<file path="src/rtl/mod_exp.sv">
// mod_exp: bit-serial modular exponentiator, result = base^exp mod modulus.
// Left-to-right square-and-multiply over an interleaved shift-add modular
// multiplier; one conditional-subtract reduction per operand bit per cycle.
//
// Ports:
//   clk      - single clock, rising edge
//   rst      - asynchronous reset, active low
//   start    - request, accepted only while busy=0
//   base     - message / ciphertext (any value, reduced internally)
//   exp      - exponent (e or d)
//   modulus  - n
//   busy     - high from the accepting edge until done is issued
//   done     - one-cycle pulse, result/err valid from this cycle
//   result   - last result, held until replaced by the next run
//   err      - set with done when modulus was 0, cleared on accept
//
// state    | meaning
// ---------+-------------------------------------------------------------
// S_IDLE   | waiting for start; operands captured on accept
// S_REDUCE | b = base mod n, one base bit per cycle (MSB first)
// S_SQR    | acc = acc*acc mod n, one acc bit per cycle
// S_MUL    | acc = acc*b mod n, taken after SQR when exp[i]=1
// S_DONE   | publish result/err; done and busy update on the leaving edge

module mod_exp #(
  parameter int WIDTH = 128
) (
  input  logic             clk,
  input  logic             rst,
  input  logic             start,
  input  logic [WIDTH-1:0] base,
  input  logic [WIDTH-1:0] exp,
  input  logic [WIDTH-1:0] modulus,
  output logic             busy,
  output logic             done,
  output logic [WIDTH-1:0] result,
  output logic             err
);

  localparam int CW = (WIDTH > 1) ? $clog2(WIDTH) : 1;
  localparam logic [CW-1:0]  K_MAX   = CW'(WIDTH - 1);
  localparam logic [CW-1:0]  K_ONE   = CW'(1);
  localparam logic [WIDTH:0] ONE_EXT = (WIDTH + 1)'(1);

  typedef enum logic [2:0] {
    S_IDLE,
    S_REDUCE,
    S_SQR,
    S_MUL,
    S_DONE
  } state_t;

  state_t           state_q, state_d;
  logic [WIDTH-1:0] base_q, base_d;
  logic [WIDTH-1:0] exp_q, exp_d;
  logic [WIDTH-1:0] n_q, n_d;
  // b, acc and p carry one spare bit so the doubled value fits before the
  // conditional subtract; after every step they are back below n.
  logic [WIDTH:0]   b_q, b_d;
  logic [WIDTH:0]   acc_q, acc_d;
  logic [WIDTH:0]   p_q, p_d;
  logic [CW-1:0]    k_q, k_d;
  logic [CW-1:0]    i_q, i_d;
  logic             busy_q, busy_d;
  logic             done_q, done_d;
  logic             err_q, err_d;
  logic [WIDTH-1:0] result_q, result_d;

  logic [WIDTH:0]   n_ext;
  logic [WIDTH:0]   r_sh, r_red;
  logic [WIDTH:0]   p_sh, p_dbl, y_op, p_sum, p_red;
  logic [WIDTH-1:0] acc_lo;

  assign n_ext = {1'b0, n_q};

  // Reduction of base: shift in one base bit, subtract n at most once.
  assign r_sh  = (b_q << 1) | {{WIDTH{1'b0}}, base_q[k_q]};
  assign r_red = (r_sh >= n_ext) ? (r_sh - n_ext) : r_sh;

  // Multiply step: p = 2p mod n, then conditionally add y mod n.
  // x is always acc; y is acc when squaring, b when multiplying.
  assign acc_lo = acc_q[WIDTH-1:0];
  assign y_op   = (state_q == S_MUL) ? b_q : acc_q;
  assign p_sh   = p_q << 1;
  assign p_dbl  = (p_sh >= n_ext) ? (p_sh - n_ext) : p_sh;
  assign p_sum  = p_dbl + (acc_lo[k_q] ? y_op : '0);
  assign p_red  = (p_sum >= n_ext) ? (p_sum - n_ext) : p_sum;

  always_comb begin
    state_d  = state_q;
    base_d   = base_q;
    exp_d    = exp_q;
    n_d      = n_q;
    b_d      = b_q;
    acc_d    = acc_q;
    p_d      = p_q;
    k_d      = k_q;
    i_d      = i_q;
    busy_d   = busy_q;
    done_d   = 1'b0;
    err_d    = err_q;
    result_d = result_q;

    case (state_q)
      S_IDLE: begin
        if (start) begin
          base_d = base;
          exp_d  = exp;
          n_d    = modulus;
          busy_d = 1'b1;
          err_d  = 1'b0;
          b_d    = '0;
          p_d    = '0;
          k_d    = K_MAX;
          i_d    = K_MAX;
          if (modulus <= WIDTH'(1)) begin
            acc_d   = '0;
            state_d = S_DONE;
          end else begin
            acc_d   = ONE_EXT;
            state_d = S_REDUCE;
          end
        end
      end

      S_REDUCE: begin
        b_d = r_red;
        if (k_q == '0) begin
          k_d     = K_MAX;
          p_d     = '0;
          state_d = S_SQR;
        end else begin
          k_d = k_q - K_ONE;
        end
      end

      S_SQR, S_MUL: begin
        p_d = p_red;
        if (k_q == '0) begin
          acc_d = p_red;
          p_d   = '0;
          k_d   = K_MAX;
          if ((state_q == S_SQR) && exp_q[i_q]) begin
            state_d = S_MUL;
          end else if (i_q == '0) begin
            state_d = S_DONE;
          end else begin
            i_d     = i_q - K_ONE;
            state_d = S_SQR;
          end
        end else begin
          k_d = k_q - K_ONE;
        end
      end

      S_DONE: begin
        // acc already holds 0 for the degenerate moduli.
        result_d = acc_q[WIDTH-1:0];
        err_d    = (n_q == '0);
        done_d   = 1'b1;
        busy_d   = 1'b0;
        state_d  = S_IDLE;
      end

      default: begin
        state_d = S_IDLE;
        busy_d  = 1'b0;
      end
    endcase
  end

  always_ff @(posedge clk or negedge rst) begin
    if (!rst) begin
      state_q  <= S_IDLE;
      base_q   <= '0;
      exp_q    <= '0;
      n_q      <= '0;
      b_q      <= '0;
      acc_q    <= '0;
      p_q      <= '0;
      k_q      <= '0;
      i_q      <= '0;
      busy_q   <= 1'b0;
      done_q   <= 1'b0;
      err_q    <= 1'b0;
      result_q <= '0;
    end else begin
      state_q  <= state_d;
      base_q   <= base_d;
      exp_q    <= exp_d;
      n_q      <= n_d;
      b_q      <= b_d;
      acc_q    <= acc_d;
      p_q      <= p_d;
      k_q      <= k_d;
      i_q      <= i_d;
      busy_q   <= busy_d;
      done_q   <= done_d;
      err_q    <= err_d;
      result_q <= result_d;
    end
  end

  assign busy   = busy_q;
  assign done   = done_q;
  assign result = result_q;
  assign err    = err_q;

endmodule

</file>
<file path="config.mk">
export PLATFORM = sky130hd
export DESIGN_NAME = mod_exp
export DESIGN_NICKNAME = d
export VERILOG_FILES = /design/src/rtl/mod_exp.sv
export SDC_FILE = /design/constraint.sdc
export NUM_CORES = 2
export LEC_CHECK = 0
export ABC_CLOCK_PERIOD_IN_PS = 19700
export CAP_MARGIN = 20
export CORE_ASPECT_RATIO = 1.4
export CORE_UTILIZATION = 40
export CTS_BUF_LIST = sky130_fd_sc_hd__clkbuf_4 sky130_fd_sc_hd__clkbuf_8 sky130_fd_sc_hd__clkbuf_16
export DETAILED_ROUTE_END_ITERATION = 10
export SYNTH_ARGS = -nofsm -noshare
export SYNTH_HDL_FRONTEND = slang
export SYNTH_SLANG_ARGS = --single-unit
</file>
<file path="constraint.sdc">
create_clock -name clk -period 19.7 [get_ports clk]
set_clock_uncertainty 0.15 [all_clocks]
set_input_delay 2.955 -clock clk [delete_from_list [all_inputs] [get_ports clk]]
set_output_delay 2.955 -clock clk [all_outputs]
set_load 0.01 [all_outputs]
</file>
==> Word level (Yosys, flattened, before mapping) <==
Cells that the tools add are included.
Widths: inputs -> output; s select.
{ "totals": {"regBits": 918, "input_bits": 387, "out_inout_bits": 131, "wordCells": 96} }
{ "op_classes": {"add_sub_neg": 6, "magnitude_cmp": 6, "n_eq_ne": 9, "n_mux": 39, "bitwise": 2, "reduce_logical": 21} }
{ "op_table": {"columns": ["op", "count"], "rows": [
  ["$mux 129", 8],
  ["$pmux 129 s2", 2],
  ["$ge 129x128->1", 3],
  ["$sub 129x128->129", 3],
  ["$pmux 128 s3", 1],
  ["$mux 128", 2],
  ["$add 129x129->129", 1],
  ["$or 129x1->129", 1],
  ["$le 128x1->1 const B", 1],
  ["$logic_not 128->1", 1],
  ["$mux 7", 5],
  ["$pmux 7 s2", 2],
  ["$bmux 1 s7", 3],
  ["$mux 3", 6],
  ["$lt 7x8->1 const B", 2],
  ["$logic_not 7->1", 2],
  ["$sub 7x1->7 const B", 2],
  ["$ne 2x2->1 const B", 5],
  ["$reduce_and 2->1", 5],
  ["$pmux 3 s3", 1],
  ["$reduce_and 3->1", 3],
  ["$reduce_bool 2->1", 4],
  ["$mux 1", 7],
  ["$eq 3x2->1 const B", 2],
  ["10 further kinds", 11]
]} }

==> Logic depth before layout (Yosys ltp) <==
{ "depth": {"ltp_word": 8, "mapped_depth": 52, "mapped_depth_nobuf": 47} }

==> Least setup slack after synthesis <==
OpenSTA, ideal clock, no wires.
{ "synth_timing": {"path_kind": "register -> register", "start": "register n_q[122]", "end": "register p_q[119]", "setup_time_ns": 0.122, "t_arrival_ns": 9.025, "t_required_ns": 19.428, "path_slack_ns": 10.404, "stages_incl_launch_ff": 47, "path_buffers": 7, "period_less_slack_ns": 9.296, "path_cell_list": "dfrtp_1 inv_1 ha_1 buf_2 a21o_1 a21o_1 a21o_1 a21o_1 a21o_1 a2111o_1 a21o_1 a21oi_1 clkbuf_1 mux2_2 fa_1 a211oi_1 o211ai_1 a21oi_1 [11 not listed] buf_2 nand4_1 nor3_1 nand4_1 or2_0 o22a_1 a211o_1 a2111oi_2 or3_1 and3_1 nand4bb_1 nand2_1 nand2_1 buf_4 buf_6 buf_6 nand2_2 a32o_1"} }
{ "synth_via": {"elab_chain_len": 7, "word_cells_on_any_way": 9, "cone_classes": "add/sub: 3; order compare: 2; mux: 4"} }
{ "synth_rtl": {"columns": ["item", "line", "rtl"], "rows": [
  ["start, declared", "56", "logic [WIDTH-1:0] n_q, n_d;"],
  ["start signal, assigned", "191", "n_q <= n_d;"],
  ["$ge 129x128->1 or $sub 129x128->129 (tied branches)", "85", "assign p_dbl = (p_sh >= n_ext) ? (p_sh - n_ext) : p_sh;"],
  ["$mux 129", "85", null],
  ["$add 129x129->129", "86", "assign p_sum = p_dbl + (acc_lo[k_q] ? y_op : '0);"],
  ["$sub 129x128->129 or $ge 129x128->1 (tied branches)", "87", "assign p_red = (p_sum >= n_ext) ? (p_sum - n_ext) : p_sum;"],
  ["$mux 129 *", "87", null],
  ["$mux 128 *", "139", "if (k_q == '0) begin"],
  ["$pmux 128 s3 *", "104", "case (state_q)"],
  ["end signal, assigned", "194", "p_q <= p_d;"],
  ["end, declared", "61", "logic [WIDTH:0] p_q, p_d;"]
]} }
Mark *: on every way between the ends. The rest lies on a longest branch, timed or not.
A chain may end at the register's enable or synchronous reset.

==> Worst setup path in the final report <==
{ "layout_timing": {"start": "register n_q[1]", "end": "register acc_q[111]"} }
{ "layout_via": {"elab_chain_len": 7, "word_cells_on_any_way": 9, "cone_classes": "add/sub: 3; order compare: 2; mux: 4"} }
{ "layout_rtl": {"columns": ["item", "line", "rtl"], "rows": [
  ["$sub 129x128->129 or $ge 129x128->1 (tied branches)", "85", null],
  ["$mux 129", "85", null],
  ["$add 129x129->129", "86", null],
  ["$sub 129x128->129 or $ge 129x128->1 (tied branches)", "87", null],
  ["$mux 129 *", "87", null],
  ["$mux 129 *", "139", null],
  ["$pmux 129 s2 *", "104", null],
  ["end signal, assigned", "179", "acc_q <= '0;"],
  ["end signal, assigned", "193", "acc_q <= acc_d;"],
  ["end, declared", "60", "logic [WIDTH:0] acc_q, acc_d;"]
]} }
Mark *: on every way between the ends. The rest lies on a longest branch, timed or not. The select of a mux whose other input is x is not followed.

==> impl_metrics.env <==
export IMPL_drc_errors=0
export IMPL_post_synth_mux_area_share_pct=6.31
export IMPL_finalSetupTns_ps=0
export IMPL_drt_iter0_drc=7846
export IMPL_synth_distinct_cells=107
export IMPL_rows=187
export IMPL_wl_um=386000
export IMPL_grt_pass1_wl_um=543000
export IMPL_synth_async_reset_ratio_pct=100
export IMPL_drtAntennaViolNets=0
export IMPL_cts_buffers=104
export IMPL_syn_to_final_growth_pct=14.5
export IMPL_worstPathRequired_ps=20220
export IMPL_synth_compound_area_share_pct=23.8
export IMPL_holdBufCountCts=0
export IMPL_synth_xor_area_share_pct=5.86
export IMPL_yosys_warnings=0
export IMPL_finalCritPeriodShare_pct=84.8
export IMPL_h_tree_depth=3
export IMPL_hpwl_um=307000
export IMPL_synthesis_nets=10466
export IMPL_fmax_mhz=59.8
export IMPL_crit_buf_inv=3
export IMPL_finalHoldViolCount=0
export IMPL_slew_headroom_pct=10.7
export IMPL_crit_arrival_ps=17230
export IMPL_final_common_cell="nand2_1"
export IMPL_portBuffers=517
export IMPL_grt_pass1_vias=74307
export IMPL_first_pass_iters=6
export IMPL_grt_use_total_pct=39.8
export IMPL_coreArea_mm2=0.186
export IMPL_syn_inst=9561
export IMPL_die_h_um=514
export IMPL_cp_slowest_cell="dfrtp_1"
export IMPL_cts_resized_gates=0
export IMPL_hp_class="flip-flop to flip-flop"
export IMPL_io_pins=518
export IMPL_clk_pin_slew_ps=60
export IMPL_syn_area_mm2=0.0749
export IMPL_num_vias=75940
export IMPL_drive_gt1_share_pct=7.01
export IMPL_crit_path_max_incr_delay_ps=910
export IMPL_antenna_found_initial=41
export IMPL_worstSetupPathType="flip-flop to flip-flop"
export IMPL_cts_sinks=918
export IMPL_postCtsSetupBuffers=0
export IMPL_tritoncts="yes"
export IMPL_ys_ff_latch=918
export IMPL_clockRootBuffer="clkbuf_16"
export IMPL_ys_flop_type="dfrtp_1"
export IMPL_grt_start_max_net_pins=190
export IMPL_clock_latency_ps=810
export IMPL_die_area_mm2=0.189
export IMPL_finalWeightedCongestion=1.08
export IMPL_synth_top_family_by_area="compound AO/OA/AOI/OAI gates"
export IMPL_fillCellCount=18697
export IMPL_end_kind="flip-flop"
export IMPL_nNetsFinal=10598
export IMPL_die_w_um=368
export IMPL_startpoint_type="flip-flop"
export IMPL_vias_per_cell=6.20
export IMPL_tightest_slew_ps=1340
export IMPL_synth_edf_count=0
export IMPL_cts_path_max_buffers=3
export IMPL_yosysSeqAreaShare_pct=30.7
export IMPL_final_cell_mix="nand2_1 (2057), a21oi_1 (1042), dfrtp_1 (913)"
export IMPL_grt_overflow_total=0
export IMPL_avgSynthCellArea_um2=7.83
export IMPL_fin_crit_ps=16710
export IMPL_status="finished clean"
export IMPL_yosys_area_share_simple_pct=19.9
export IMPL_cap_violations=0
export IMPL_rsz0062_at_grt="no"
export IMPL_wl_per_cell_um=31.5
export IMPL_maxSlewViolCount=0
export IMPL_synth_fa_ha_area_share_pct=8.69
export IMPL_critPathTopFamily="compound AO/OA/AOI/OAI gates"
export IMPL_setup_violations=0
export IMPL_initial_core_util_pct=40.3
export IMPL_crit_fanout=76
stage by stage:
stage	hold WS, ps	cells	instance area (um2)	util [%]	setup WS, ps
global placement	302	12033	81800	44.0	2710
floorplan	290	9561	74900	-	10400
CTS	323	12229	85700	46.1	3410
detailed placement	308	12039	81900	44.1	3470
global route	339	12238	85700	46.1	2800
finish	319	12250	85700	46.1	2990
cells in the mapped netlist, types with 107 or more instances:
cell type	n	area [um2]
a21o_1	346	2600
nand4_1	239	1500
xor2_1	201	1760
buf_2	129	646
nor2_1	539	2020
dfrtp_1	918	23000
xnor2_1	300	2630
o21bai_1	166	1250
nor3_1	107	536
clkbuf_1	438	1640
inv_1	292	1100
mux2_2	151	1700
o21ai_0	783	3920
o21ai_1	164	821
mux4_2	115	2590
a21oi_1	1044	5230
nand2_1	2062	7740
ha_1	514	6430
nand3_1	110	551
sequential cells by signal, summed over array words and instances, names as in the netlist:
| register | cells |
|---|---|
| state_q | 3 |
| result | 128 |
| exp_q | 128 |
| err | 1 |
| n_q | 128 |
| busy | 1 |
| base_q | 128 |
| b_q | 129 |
| p_q | 128 |
| i_q | 7 |
| done | 1 |
| acc_q | 129 |
| k_q | 7 |
cell families (layout without fill, tap and decap cells):
| logic type | after synthesis | after routing |
|---|---|---|
| and+or+nand+nor | 3439 | 3439 |
| DFF | 918 | 918 |
| other | 0 | 16 |
| AOI/OAI and AO/OA | 2978 | 2978 |
| buffers and inverters | 898 | 1114 |
| xor gates and xnor gates | 501 | 501 |
| adders and majority gates | 518 | 518 |
| muxes | 309 | 309 |
final cells by class:
class / instances / area (um2) / share of cell area (%)
Multi-Input combinational cell: 7745 / 48600 / 56.7
Sequential cell: 918 / 23000 / 26.8
Timing Repair Buffer: 631 / 6130 / 7.15
Tap cell: 2457 / 3070 / 3.59
Clock buffer: 126 / 2860 / 3.34
Inverter: 293 / 1100 / 1.28
Clock inverter: 64 / 927 / 1.08
Antenna cell: 16 / 40.0 / 0.0467
routing by layer:
metal	routed length [um]	part of all wire [%]	vias to the layer above	global-route usage [%]
met5	243	0.063	-	0
met4	32800	8.5	36	29.0
met3	29200	7.6	937	7.95
met2	179000	46	3616	65.0
met1	145000	38	37199	46.2
li1	-	-	34152	-
tightest hold or removal path: cells and delay by family (launching register included):
| kind | cells | cell delay, ps |
|---|---|---|
| DFF | 1 | 340 |
| and+or+nand+nor | 2 | 100 |
final timing paths:
| kind | from | endpoint | slack, ps | cells past startpoint |
|---|---|---|---|---|
| max | n_q[1] | acc_q[111] | 2990 | 42 |
| min | exp_q[19] | exp_q[19] | 320 | 2 |
| max reg2reg | n_q[1] | acc_q[111] | 2990 | 42 |
| min reg2reg | exp_q[19] | exp_q[19] | 320 | 2 |
| max in group asynchronous | rst | acc_q[81] | 13960 | 4 |
| min in group asynchronous | rst | exp_q[10] | 2080 | 1 |
Power is not shown: default switching activity piles up to over one toggle a cycle in this logic, so the estimate is an artifact.
